===== src/rtl/mips_muldiv_unit_pkg.sv =====
// Shared op codes and FSM state encodings for the multiply/divide unit.
// The ALU decoder also imports this package.
package muldiv_defs;

  typedef enum logic [2:0] {
    OP_MULTU = 3'b000,
    OP_DIVU  = 3'b001,
    OP_MULT  = 3'b010,
    OP_DIV   = 3'b011,
    OP_MTHI  = 3'b100,
    OP_MTLO  = 3'b101
  } muldiv_op_e;

  typedef enum logic [1:0] {
    ST_IDLE = 2'b00,
    ST_RUN  = 2'b01,
    ST_DONE = 2'b10
  } muldiv_state_e;

  function automatic logic is_muldiv_op(input logic [2:0] op);
    return op inside {OP_MULTU, OP_DIVU, OP_MULT, OP_DIV};
  endfunction

endpackage


===== src/rtl/mips_muldiv_unit_if.sv =====
// Core-side port bundle of the multiply/divide unit; the core drives the
// master side, the unit sits on the slave side.
interface mips_muldiv_unit_if
  import muldiv_defs::*;
#(
  parameter int WIDTH = 32
) ();

  // start is a single-cycle request sampled on the rising edge whenever busy==0;
  // while busy==1 start is ignored. done pulses for one cycle with hi/lo already
  // updated and divzero valid. MTHI/MTLO complete on the start edge without done.
  logic             start;
  logic [2:0]       op;
  logic [WIDTH-1:0] a;
  logic [WIDTH-1:0] b;
  logic             busy;
  logic             done;
  logic             divzero;
  logic [WIDTH-1:0] hi;
  logic [WIDTH-1:0] lo;
  muldiv_state_e    dbg_state;

  modport master (
    output start, op, a, b,
    input  busy, done, divzero, hi, lo, dbg_state
  );

  modport slave (
    input  start, op, a, b,
    output busy, done, divzero, hi, lo, dbg_state
  );

endinterface


===== src/rtl/mips_muldiv_unit_step.sv =====
// One iteration of the unit: shift-add multiply or restoring shift-subtract
// divide on the {acc, opnd} pair. Purely combinational.
module muldiv_step #(
  parameter int WIDTH = 32
) (
  input  logic             i_is_div,
  input  logic [WIDTH-1:0] i_acc,
  input  logic [WIDTH-1:0] i_opnd,
  input  logic [WIDTH-1:0] i_mcand,
  output logic [WIDTH-1:0] o_acc,
  output logic [WIDTH-1:0] o_opnd
);

  logic [WIDTH:0] w_sum;
  logic [WIDTH:0] w_add;
  logic [WIDTH:0] w_rem;
  logic [WIDTH:0] w_diff;
  logic           w_ge;

  always_comb begin
    w_sum  = {1'b0, i_acc} + {1'b0, i_mcand};
    w_add  = i_opnd[0] ? w_sum : {1'b0, i_acc};
    // Partial remainder shifted left, pulling in the next dividend bit.
    w_rem  = {i_acc, i_opnd[WIDTH-1]};
    w_ge   = (w_rem >= {1'b0, i_mcand});
    w_diff = w_rem - {1'b0, i_mcand};
    if (i_is_div) begin
      o_acc  = w_ge ? w_diff[WIDTH-1:0] : w_rem[WIDTH-1:0];
      o_opnd = {i_opnd[WIDTH-2:0], w_ge};
    end else begin
      o_acc  = w_add[WIDTH:1];
      o_opnd = {w_add[0], i_opnd[WIDTH-1:1]};
    end
  end

endmodule


===== src/rtl/mips_muldiv_unit.sv =====
// Iterative MIPS multiply/divide unit with HI/LO, one bit per cycle.
// Define MULDIV_SIGNED_EN to make MULT/DIV signed; otherwise they behave as MULTU/DIVU.
module mips_muldiv_unit
  import muldiv_defs::*;
#(
  parameter int               WIDTH      = 32,
  parameter logic [WIDTH-1:0] HILO_RESET = '0
) (
  input  logic                clk,
  input  logic                reset,
  mips_muldiv_unit_if.slave   bus
);

  localparam int             CW       = $clog2(WIDTH);
  localparam logic [CW-1:0]  CNT_LAST = CW'(WIDTH - 1);
  localparam logic [CW-1:0]  CNT_ONE  = CW'(1);

  muldiv_state_e    r_state, w_state_n;
  logic [CW-1:0]    r_cnt;
  logic [WIDTH-1:0] r_acc, r_opnd, r_mcand, r_a, r_hi, r_lo;
  logic             r_is_div, r_b_zero, r_divzero;
  logic [WIDTH-1:0] w_acc_n, w_opnd_n, w_a_mag, w_b_mag, w_hi_res, w_lo_res;
  logic             w_start_md, w_start_any, w_last;

  assign w_start_any = bus.start && (r_state != ST_RUN);
  assign w_start_md  = w_start_any && is_muldiv_op(bus.op);
  assign w_last      = (r_state == ST_RUN) && (r_cnt == CNT_LAST);

`ifdef MULDIV_SIGNED_EN
  localparam logic [WIDTH-1:0]   ONE  = WIDTH'(1);
  localparam logic [2*WIDTH-1:0] ONE2 = {{(2*WIDTH-1){1'b0}}, 1'b1};
  logic             w_signed_op, w_sa, w_sb;
  logic             r_neg_q, r_neg_r;
  logic [2*WIDTH-1:0] w_prod_neg;

  assign w_signed_op = (bus.op == OP_MULT) || (bus.op == OP_DIV);
  assign w_sa        = w_signed_op && bus.a[WIDTH-1];
  assign w_sb        = w_signed_op && bus.b[WIDTH-1];
  assign w_a_mag     = w_sa ? (~bus.a + ONE) : bus.a;
  assign w_b_mag     = w_sb ? (~bus.b + ONE) : bus.b;
`else
  assign w_a_mag = bus.a;
  assign w_b_mag = bus.b;
`endif

  muldiv_step #(.WIDTH(WIDTH)) u_step (
    .i_is_div (r_is_div),
    .i_acc    (r_acc),
    .i_opnd   (r_opnd),
    .i_mcand  (r_mcand),
    .o_acc    (w_acc_n),
    .o_opnd   (w_opnd_n)
  );

  always_ff @(posedge clk) begin
    if (reset) r_state <= ST_IDLE;
    else       r_state <= w_state_n;
  end

  always_comb begin
    w_state_n = r_state;
    case (r_state)
      ST_IDLE, ST_DONE: w_state_n = w_start_md ? ST_RUN : ST_IDLE;
      ST_RUN:           if (w_last) w_state_n = ST_DONE;
      default:          w_state_n = ST_IDLE;
    endcase
  end

  // Both ops leave the high half in acc and the low half in opnd.
  always_comb begin
    w_hi_res = w_acc_n;
    w_lo_res = w_opnd_n;
`ifdef MULDIV_SIGNED_EN
    w_prod_neg = ~{w_acc_n, w_opnd_n} + ONE2;
    if (!r_is_div && r_neg_q) {w_hi_res, w_lo_res} = w_prod_neg;
    if (r_is_div && r_neg_q)  w_lo_res = ~w_opnd_n + ONE;
    if (r_is_div && r_neg_r)  w_hi_res = ~w_acc_n + ONE;
`endif
    if (r_is_div && r_b_zero) begin
      w_hi_res = r_a;
      w_lo_res = '1;
    end
  end

  always_ff @(posedge clk) begin
    if (reset) begin
      r_cnt    <= '0;
      r_acc    <= '0;
      r_opnd   <= '0;
      r_mcand  <= '0;
      r_a      <= '0;
      r_is_div <= 1'b0;
      r_b_zero <= 1'b0;
`ifdef MULDIV_SIGNED_EN
      r_neg_q  <= 1'b0;
      r_neg_r  <= 1'b0;
`endif
    end else if (w_start_md) begin
      r_cnt    <= '0;
      r_acc    <= '0;
      r_opnd   <= w_a_mag;
      r_mcand  <= w_b_mag;
      r_a      <= bus.a;
      r_is_div <= bus.op[0];
      r_b_zero <= (bus.b == '0);
`ifdef MULDIV_SIGNED_EN
      r_neg_q  <= w_sa ^ w_sb;
      r_neg_r  <= w_sa;
`endif
    end else if (r_state == ST_RUN) begin
      r_cnt  <= r_cnt + CNT_ONE;
      r_acc  <= w_acc_n;
      r_opnd <= w_opnd_n;
    end
  end

  always_ff @(posedge clk) begin
    if (reset) begin
      r_hi      <= HILO_RESET;
      r_lo      <= HILO_RESET;
      r_divzero <= 1'b0;
    end else begin
      r_divzero <= 1'b0;
      if (w_last) begin
        r_hi      <= w_hi_res;
        r_lo      <= w_lo_res;
        r_divzero <= r_is_div && r_b_zero;
      end else if (w_start_any) begin
        if (bus.op == OP_MTHI) r_hi <= bus.a;
        if (bus.op == OP_MTLO) r_lo <= bus.a;
      end
    end
  end

  assign bus.busy      = (r_state == ST_RUN);
  assign bus.done      = (r_state == ST_DONE);
  assign bus.divzero   = r_divzero;
  assign bus.hi        = r_hi;
  assign bus.lo        = r_lo;
  assign bus.dbg_state = r_state;

endmodule


===== src/flat_wrapper.sv =====
// flat-port wrapper written by rule: the top's interface ports become plain ports
module mips_muldiv_unit_flat import muldiv_defs::*;
#(
  parameter int               WIDTH      = 32,
  parameter logic [WIDTH-1:0] HILO_RESET = '0
)
  (clk, reset, bus_start, bus_op, bus_a, bus_b, bus_busy, bus_done, bus_divzero, bus_hi, bus_lo, bus_dbg_state);
  mips_muldiv_unit_if #(.WIDTH(WIDTH)) bus_i ();
  input  logic clk;
  input  logic reset;
  input wire logic [$bits(bus_i.start)-1:0] bus_start;
  input wire logic [$bits(bus_i.op)-1:0] bus_op;
  input wire logic [$bits(bus_i.a)-1:0] bus_a;
  input wire logic [$bits(bus_i.b)-1:0] bus_b;
  output wire logic [$bits(bus_i.busy)-1:0] bus_busy;
  output wire logic [$bits(bus_i.done)-1:0] bus_done;
  output wire logic [$bits(bus_i.divzero)-1:0] bus_divzero;
  output wire logic [$bits(bus_i.hi)-1:0] bus_hi;
  output wire logic [$bits(bus_i.lo)-1:0] bus_lo;
  output wire logic [$bits(bus_i.dbg_state)-1:0] bus_dbg_state;
  assign bus_i.start = bus_start;
  assign bus_i.op = bus_op;
  assign bus_i.a = bus_a;
  assign bus_i.b = bus_b;
  assign bus_busy = bus_i.busy;
  assign bus_done = bus_i.done;
  assign bus_divzero = bus_i.divzero;
  assign bus_hi = bus_i.hi;
  assign bus_lo = bus_i.lo;
  assign bus_dbg_state = bus_i.dbg_state;
  mips_muldiv_unit #(.WIDTH(WIDTH), .HILO_RESET(HILO_RESET)) u_core (.clk(clk), .reset(reset), .bus(bus_i));
endmodule

===== config.mk =====
export PLATFORM = sky130hd
export DESIGN_NAME = mips_muldiv_unit_flat
export DESIGN_NICKNAME = d
export VERILOG_FILES = /design/src/rtl/mips_muldiv_unit_pkg.sv /design/src/rtl/mips_muldiv_unit_if.sv /design/src/rtl/mips_muldiv_unit_step.sv /design/src/rtl/mips_muldiv_unit.sv /design/src/flat_wrapper.sv
export SDC_FILE = /design/constraint.sdc
export NUM_CORES = 1
export LEC_CHECK = 0
export BUFFER_PORTS_ARGS = -buffer_cell sky130_fd_sc_hd__buf_4
export CORE_AREA = 2 2 194 177
export CTS_CLUSTER_DIAMETER = 50
export DETAILED_ROUTE_END_ITERATION = 12
export DIE_AREA = 0 0 196 179
export GPL_TIMING_DRIVEN = 0
export SYNTH_ARGS = -nofsm -noshare
export SYNTH_HDL_FRONTEND = slang
export SYNTH_HIERARCHICAL = 1
export SYNTH_SLANG_ARGS = --single-unit

===== constraint.sdc =====
create_clock -name clk -period 8.26 [get_ports clk]
set_input_delay 2.065 -clock clk [delete_from_list [all_inputs] [get_ports clk]]
set_output_delay 2.065 -clock clk [all_outputs]
set_load 0.005 [all_outputs]

# Word level (Yosys, flattened, before mapping)
# Cells that the tools add are included.
[classes] n_addsub=3 n_lt_le_gt_ge=1 n_eq_ne=10 mux=17 bitwise_logic=1 reduce_logical=17
[ops] cell="2-to-1 mux 32 bit" n=13
[ops] cell="adder 32 x 32 -> 33 bit" n=1
[ops] cell="greater-or-equal comparator 33 x 32 -> 1 bit" n=1
[ops] cell="2-to-1 mux 33 bit" n=1
[ops] cell="logical NOT 32 bit" n=1
[ops] cell="subtractor 32 bit" n=1
[ops] cell="nonzero test 2 bit" n=4
[ops] cell="== test 3 x 2 -> 1 bit, second input constant" n=2
[ops] cell="== test 3 bit, second input constant" n=2
[ops] cell="OR reduction 2 bit" n=3
[ops] cell="adder 5 x 1 -> 5 bit, second input constant" n=1
[ops] cell="== test 5 bit, second input constant" n=1
[ops] cell="logical AND 1 bit" n=4
[ops] cell="!= test 2 x 1 -> 1 bit, second input constant" n=2
[ops] cell="case mux 2 bit (2 select lines)" n=1
[ops] cell="AND reduction 2 bit" n=2
[ops] cell="nonzero test 4 bit" n=1
[ops] cell="== test 3 x 1 -> 1 bit, second input constant" n=1
[ops] cell="logical NOT 3 bit" n=1
[ops] cell="== test 2 x 1 -> 1 bit, second input constant" n=1
[ops] cell="== test 2 bit, second input constant" n=1
[ops] cell="logical NOT 2 bit" n=1
[ops] cell="2-to-1 mux 2 bit" n=1
[ops] cell="2-to-1 mux 1 bit" n=1
[ops] cell="inverter 1 bit" n=1
[totals] register_bits=202 in_bits=70

# Longest topological paths before layout
# Gate-level depths: netlist of run 1.
[logic_depth] depth_word=5 depth_mapped=16 ltp_nobuf=15

# Hierarchy
# Netlist of run 1, hierarchy kept.
[by_module_without_submodules] mod="mips_muldiv_unit" n_inst=1 cells_per_inst=979 area_per_inst_um2=7956.4 seq_area_each_um2=4043.9
[by_module_without_submodules] mod="muldiv_step" n_inst=1 cells_per_inst=741 area_per_inst_um2=5126.2 seq_area_each_um2=0.0

# Worst setup path after synthesis of run 1
# Ideal clock, no wire load.
[synth_timing] kind="input -> register" from="input bus_b[7]" to="register u_core.r_b_zero" setup_time_ns=0.073 arrival_time_ns=3.122 t_required_ns=8.187 slack_ns=5.065 path_stages=3 n_path_buf=0 path_cell_list="or4_1 > or4_1 > o22ai_2"
[synth_via] elab_chain_len=1
[synth_rtl] element="start, declared" line_no="flat_wrapper.sv:14" rtl="input wire logic [$bits(bus_i.b)-1:0] bus_b;"
[synth_rtl] element="logical NOT 32 bit" line_no="mips_muldiv_unit.sv:105" rtl="r_b_zero <= (bus.b == '0);"
[synth_rtl] element="end signal, assigned" line_no="mips_muldiv_unit.sv:105"
[synth_rtl] element="end, declared" line_no="mips_muldiv_unit.sv:21" rtl="logic r_is_div, r_b_zero, r_divzero;"
# No other way between the ends.
# A chain may end at the register's enable or synchronous reset.

# Final worst setup path of run 1
[layout_timing] from="register u_core.r_opnd[31]" to="register u_core.r_hi[28] (netlist: u_core/bus.hi[28])"
[layout_via] elab_chain_len=5
[layout_rtl] element="start, declared" line_no="mips_muldiv_unit.sv:20" rtl="logic [WIDTH-1:0] r_acc, r_opnd, r_mcand, r_a, r_hi, r_lo;"
[layout_rtl] element="start signal, assigned" line_no="mips_muldiv_unit.sv:101" rtl="r_opnd <= w_a_mag;"
[layout_rtl] element="start signal, assigned" line_no="mips_muldiv_unit.sv:113" rtl="r_opnd <= w_opnd_n;"
[layout_rtl] element="subtractor 32 bit or greater-or-equal comparator 33 x 32 -> 1 bit (tied branches)" line_no="mips_muldiv_unit_step.sv:26, mips_muldiv_unit_step.sv:25"
[layout_rtl] element="2-to-1 mux 32 bit *" line_no="mips_muldiv_unit_step.sv:28" rtl="o_acc = w_ge ? w_diff[WIDTH-1:0] : w_rem[WIDTH-1:0];"
[layout_rtl] element="2-to-1 mux 32 bit *" line_no="mips_muldiv_unit_step.sv:27" rtl="if (i_is_div) begin"
[layout_rtl] element="named net u_core.w_acc_n[28]" line_no="mips_muldiv_unit.sv:22" rtl="logic [WIDTH-1:0] w_acc_n, w_opnd_n, w_a_mag, w_b_mag, w_hi_res, w_lo_res;"
[layout_rtl] element="2-to-1 mux 32 bit *" line_no="mips_muldiv_unit.sv:79" rtl="if (r_is_div && r_b_zero) begin"
[layout_rtl] element="2-to-1 mux 32 bit *" line_no="mips_muldiv_unit.sv:124" rtl="if (w_last) begin"
[layout_rtl] element="end signal, assigned" line_no="mips_muldiv_unit.sv:125" rtl="r_hi <= w_hi_res;"
[layout_rtl] element="end signal, assigned" line_no="mips_muldiv_unit.sv:129" rtl="if (bus.op == OP_MTHI) r_hi <= bus.a;"
[layout_rtl] element="end, declared" line_no="mips_muldiv_unit.sv:20"
# The timed path passes the listed nets; every way through them passes the cells marked *.

==> impl_metrics.csv, run 1 <==
group,metric,value,unit
yosys,synth.cell_area,13100,sq um
timing,slew_headroom,0.330,
timing,rsz0062_at_grt,"false",
power_and_ir_drop,power_frac_seq,0.360,
final_layout,drive_above_1_share,0.180,
setup_path,cp.required,8.67,ns
yosys,synth_cell_types,91,
timing,setup_viol,0,
clock_network,cts.repair.resized,0,
run,max_cap_violations,0,
yosys,synth_warnings,6,
clock_network,cts_buffer_depth,3,
clock_network,cts_inserted_buffers,28,
floorplanning,die_area,35100,sq um
yosys,synth_edf_count,0,
setup_path,worstSetupPathType,"register to register",
timing,fin_worst_skew,0.0130,ns
setup_path,cp_slowest_cell,"a2111oi_1",
timing,fmax,238,MHz
power_and_ir_drop,p_clk_frac,0.424,
drt,drt-wirelength-per-cell,20.2,um
final_layout,n_antenna_cell,0,
floorplanning,die_w,196,um
placement,globalplace.congestion,0.986,
hold_path,hold_path_class,"register to register",
clock_network,clkLatencyLatePin,0.56,ns
global_route,grt-ovfl-total,0,
power_and_ir_drop,p_leak,6.38,nW
yosys,ys_async_sr_fraction,0,
placement,io_buffers,138,
clock_network,clock-sinks,202,
power_and_ir_drop,switching_share,0.318,
timing,finalSetupTns,0,ns
floorplanning,start_util,0.393,
yosys,avgSynthCellArea,7.61,sq um
power_and_ir_drop,total_power,2.91,mW
drt,drt-initial-drc-count,1326,
timing,worst_pin_slew,0.991,ns
global_route,grt_max_degree,14,
clock_network,ctsHtreeMaxLevel,1,
power_and_ir_drop,p_int,1.99,mW
drt,first_pass_iters,7,
floorplanning,core.rowCount,64,
final_layout,syn_to_final_growth,19.3,%
yosys,synth-seq-cells,202,
drt,ant_nets,0,
clock_network,clk_pin_slew,0.06,ns
power_and_ir_drop,power_density,187,nW/um^2
timing,fin_crit_sh,0.510,
clock_network,postCtsSetupBuffers,0,
setup_path,cp.buffers_inverters,2,
setup_path,crit_fanout,6,
setup_path,critPathMaxStageDelay,0.53,ns
run_status,outcome,"finished clean",
global_route,antenna_found_initial,0,
clock_network,cts_tree,"yes",
global_route,grt_pass1_vias,12721,
drt,drc,0,
timing,min_period,4.21,ns
floorplanning,io_pins,139,
power_and_ir_drop,ir_drop,0.115,mV
drt,vias,13615,
placement,post-dp-hpwl,36700,um
floorplanning,die_y,179,um
power_and_ir_drop,switchingPower,927,uW
setup_path,cp.arrival,4.62,ns
timing,hold_viol_final,0,
yosys,synthCells,1720,
drt,routed_via_density,5.82,
final_layout,num-nets-final,2026,
setup_path,worstPathCellList,"inv_1 > ha_1 > inv_1 > fa_1 > a211oi_1 > o21ai_0 > nand4_1 > nand2_1 > a2111oi_1 > or3_1 > a211oi_1 > o32a_1 > mux2_2 > a22oi_1 > a21oi_1",
power_and_ir_drop,pwr-share-comb,0.217,
yosys,synthFlopType,"dfxtp_1",
global_route,grt_first_pass_wirelength,72600,um
clock_network,clockRootBuffer,"clkbuf_16",
clock_network,ctsHoldBuffers,0,
drt,routed_wl,47300,um
setup_path,endpoint_kind,"register",
setup_path,critPathLaunchType,"register",
setup_path,path_delay_family,"compound AO/OA/AOI/OAI gates",
global_route,grt.total_usage,0.264,
yosys,seq_area_frac_synth,0.309,
final_layout,n_fill_cell,3404,
yosys,synthesis.nets,1858,
floorplanning,core_area,33300,sq um
timing,drv_slew,0,
[cells in the mapped netlist (24+ instances only)]
| cell | number | area share |
|---|---|---|
| a21o_1 | 26 | 0.015 |
| a311oi_1 | 35 | 0.023 |
| buf_2 | 51 | 0.020 |
| xnor2_1 | 28 | 0.019 |
| a21oi_1 | 195 | 0.075 |
| inv_1 | 45 | 0.013 |
| a211oi_1 | 24 | 0.014 |
| ha_1 | 66 | 0.063 |
| nand2_1 | 386 | 0.11 |
| dfxtp_1 | 202 | 0.31 |
| nor2_1 | 113 | 0.032 |
| mux2_2 | 62 | 0.053 |
| o21ai_0 | 38 | 0.015 |
| clkbuf_1 | 57 | 0.016 |
| a31oi_1 | 29 | 0.014 |
| o22ai_1 | 32 | 0.015 |
| nor3_1 | 49 | 0.019 |
| a22oi_1 | 36 | 0.021 |
[stage by stage]
| step | util | area (sq um) | hold slack (ns) | cells | setup WS, ns |
|---|---|---|---|---|---|
| finish | 0.468 | 15600 | 0.454 | 2339 | 4.05 |
| global route | 0.468 | 15600 | 0.473 | 2339 | 3.80 |
| CTS | 0.468 | 15600 | 0.454 | 2339 | 4.16 |
| detailed placement | 0.440 | 14700 | 0.446 | 2287 | 4.21 |
| global placement | 0.440 | 14700 | 0.439 | 2287 | 4.20 |
| floorplan | - | 13100 | 0.434 | 1720 | 5.06 |
[power groups by stage]
stage	combinational (mW)	clock, mW	sequential, mW
6_report	0.631	1.23	1.05
4_1_cts	0.617	1.26	1.05
5_1_grt	0.679	1.30	1.05
3_3_place_gp	0.611	0	1.07
3_5_place_dp	0.614	0	1.07
2_1_floorplan	0.404	0	1.06
[layer usage]
metal / GRT usage / vias up / wire length [um]
met5: 0 / - / 0
met4: 0.0799 / 0 / 1300
met3: 0.0333 / 71 / 2990
met2: 0.410 / 507 / 20600
met1: 0.380 / 6525 / 22400
li1: - / 6512 / -
[cells in the final DEF (no fill, tap or decap), types with 49 or more instances in the layout]
master,instances
dfxtp_1,202
nor2_1,113
buf_2,51
buf_4,139
a21oi_1,195
nand2_1,386
nor3_1,49
mux2_2,62
ha_1,66
clkbuf_1,61
[final timing paths]
path,slack [ns],start,endpoint,cells after the start
max,4.05,u_core/r_opnd[31],u_core/bus.hi[28],15
min reg2reg,0.45,u_core/r_a[29],u_core/r_a[29],2
min,0.45,u_core/r_a[29],u_core/r_a[29],2
max reg2reg,4.05,u_core/r_opnd[31],u_core/bus.hi[28],15
[registers in the layout (all words and copies together), names as in the netlist]
signal	cells
u_core/bus.dbg_state	2
u_core/bus.divzero	1
u_core/bus.hi	32
u_core/bus.lo	32
u_core/r_a	32
u_core/r_acc	32
u_core/r_b_zero	1
u_core/r_cnt	5
u_core/r_is_div	1
u_core/r_mcand	32
u_core/r_opnd	32
[worst min-delay path: stages (launching register included)]
cell,delay (ns)
dfxtp_1,0.31
nand2_1,0.05
a21oi_1,0.05
[area by class of cell]
| class | count | area, sq um | share of cell area |
|---|---|---|---|
| Clock buffer | 36 | 782 | 0.0501 |
| Tap cell | 429 | 537 | 0.0344 |
| Sequential cell | 202 | 4040 | 0.259 |
| Buffer | 121 | 601 | 0.0385 |
| Inverter | 47 | 176 | 0.0113 |
| Multi-Input combinational cell | 1350 | 8260 | 0.530 |
| Clock inverter | 16 | 165 | 0.0106 |
| Timing Repair Buffer | 138 | 1040 | 0.0664 |
[cell families after synthesis]
family,synth area share
buffers and inverters,0.0594
xor gates and xnor gates,0.0295
muxes,0.0614
DFF,0.309
AOI/OAI and AO/OA,0.252
and+or+nand+nor,0.223
adders and majority gates,0.0662
No activity file was read; power rests on OpenSTA's default activity.
==> run 2, diff against run 1 <==
==> constraint.sdc (replaced) <==
create_clock -name clk -period 4.3 [get_ports clk]
set_input_delay 1.075 -clock clk [delete_from_list [all_inputs] [get_ports clk]]
set_output_delay 1.075 -clock clk [all_outputs]
set_load 0.005 [all_outputs]
==> run 2 against run 1 <==
- hold slack lost 0.00051 ns
- clock power grew 93%
- power grew 92%
==> impl_metrics.csv, run 2 (same netlist as run 1, synthesis figures left out) <==
group,metric,value,unit
setup_path,cp.required,4.71,ns
global_route,antenna_found_initial,0,
floorplanning,die_area,35100,sq um
power_and_ir_drop,total_power,5.60,mW
setup_path,crit_top_cell,"a21oi_1",
power_and_ir_drop,ir_drop,0.223,mV
timing,fmax,247,MHz
clock_network,clk_pin_slew,0.06,ns
timing,slew_headroom,0.342,
final_layout,layout_commonest_cell,"nand2_1",
drt,drc,0,
placement,io_buffers,138,
global_route,grt_max_degree,14,
drt,first_pass_iters,5,
final_layout,final_cell_mix,"nand2_1 (386), dfxtp_1 (202), a21oi_1 (195)",
timing,fin_crit_sh,0.941,
placement,globalplace.congestion,0.986,
run_status,outcome,"finished clean",
floorplanning,die_w,196,um
run,max_cap_violations,0,
timing,worst_pin_slew,0.974,ns
drt,routed_via_density,5.82,
floorplanning,core_area,33300,sq um
drt,drt-wirelength-per-cell,20.2,um
timing,drv_slew,0,
setup_path,cp.buffers_inverters,1,
setup_path,crit_fanout,8,
setup_path,cp_slowest_cell,"o41ai_1",
setup_path,critPathLaunchType,"register",
setup_path,worstSetupPathType,"register to register",
final_layout,n_antenna_cell,0,
timing,rsz0062_at_grt,"false",
power_and_ir_drop,p_leak,6.38,nW
power_and_ir_drop,power_density,359,nW/um^2
setup_path,endpoint_kind,"register",
clock_network,cts_buffer_depth,3,
clock_network,cts_inserted_buffers,28,
drt,vias,13602,
global_route,grt.total_usage,0.264,
clock_network,clkLatencyLatePin,0.56,ns
floorplanning,start_util,0.393,
final_layout,num-nets-final,2026,
timing,min_period,4.05,ns
placement,post-dp-hpwl,36700,um
timing,hold_viol_final,0,
timing,holdWs,0.454,ns
drt,routed_wl,47200,um
clock_network,clockRootBuffer,"clkbuf_16",
final_layout,n_fill_cell,3405,
floorplanning,io_pins,139,
floorplanning,die_y,179,um
setup_path,worstPathCellList,"ha_1 > buf_2 > a21oi_1 > o21ai_0 > o41ai_1 > nor2b_1 > nand3_1 > a21o_1 > a311oi_1 > a31oi_1 > mux2_2 > a22oi_1 > a21oi_1",
global_route,grt_first_pass_wirelength,72600,um
timing,finalSetupTns,0,ns
drt,drt-initial-drc-count,1274,
global_route,grt_pass1_vias,12721,
global_route,grt-ovfl-total,0,
setup_path,critPathMaxStageDelay,0.81,ns
clock_network,ctsHtreeMaxLevel,1,
timing,fin_worst_skew,0.0132,ns
hold_path,hold_path_class,"register to register",
timing,setup_viol,0,
setup_path,ff2ff_setup_slack,0.25,ns
clock_network,clock-sinks,202,
final_layout,syn_to_final_growth,19.3,%
clock_network,cts_tree,"yes",
clock_network,ctsHoldBuffers,0,
drt,ant_nets,0,
final_layout,drive_above_1_share,0.181,
floorplanning,core.rowCount,64,
setup_path,cp.arrival,4.45,ns
setup_path,path_delay_family,"compound AO/OA/AOI/OAI gates",
## run 2: layout make-up
type	count	area (sq um)	area share
tap	429	537	0.0344
multi-input combinational	1350	8270	0.530
timing repair buffer	138	1040	0.0664
buffer	121	601	0.0385
inverter	47	176	0.0113
sequential	202	4040	0.259
clock buffer	36	782	0.0501
clock inverter	16	165	0.0106
## run 2: worst register-to-register path, cell delays in order (launching register included)
cell and delay (ns):
dfxtp_1 0.46, ha_1 0.27, buf_2 0.17, a21oi_1 0.17, o21ai_0 0.15, o41ai_1 0.81, nor2b_1 0.37, nand3_1 0.19
a21o_1 0.22, a311oi_1 0.30, a31oi_1 0.14, mux2_2 0.32, a22oi_1 0.23, a21oi_1 0.11
## run 2: what timing repair did
| action | in CTS | in global routing |
|---|---|---|
| setup buffers | 0 | 0 |
| endpoints found under the setup margin | 0 | 1 |
| hold endpoints to repair | 0 | 0 |
| gates resized for setup | 0 | 2 |
## run 2: where the power goes
part	switching [mW]	internal, mW	total [mW]
clock	0.953	1.42	2.37
combinational	0.766	0.447	1.21
sequential	0.0638	1.95	2.01
## run 2: layer usage
layer	part of all wire	vias up	GRT usage
li1	-	6503	-
met3	0.064	77	0.0333
met1	0.47	6523	0.380
met4	0.029	0	0.0799
met2	0.43	499	0.410
met5	0	-	0
## run 2: path summary, 6_finish.rpt
path / start / depth (start not counted) / endpoint
worst max-delay path: u_core/r_acc[16] / 13 / u_core/bus.hi[30]
worst min-delay path: u_core/r_a[18] / 2 / u_core/r_a[18]
worst max register to register: u_core/r_acc[16] / 13 / u_core/bus.hi[30]
worst min register to register: u_core/r_a[18] / 2 / u_core/r_a[18]
## run 2: per-stage QoR
step | std cells | instance area, sq um | setup slack (ns) | util
finish | 2339 | 15600 | 0.255 | 0.469
global route | 2339 | 15600 | 0.109 | 0.469
global placement | 2287 | 14700 | 0.238 | 0.440
floorplan | 1720 | 13100 | 1.15 | -
detailed placement | 2287 | 14700 | 0.253 | 0.440
CTS | 2339 | 15600 | 0.204 | 0.468
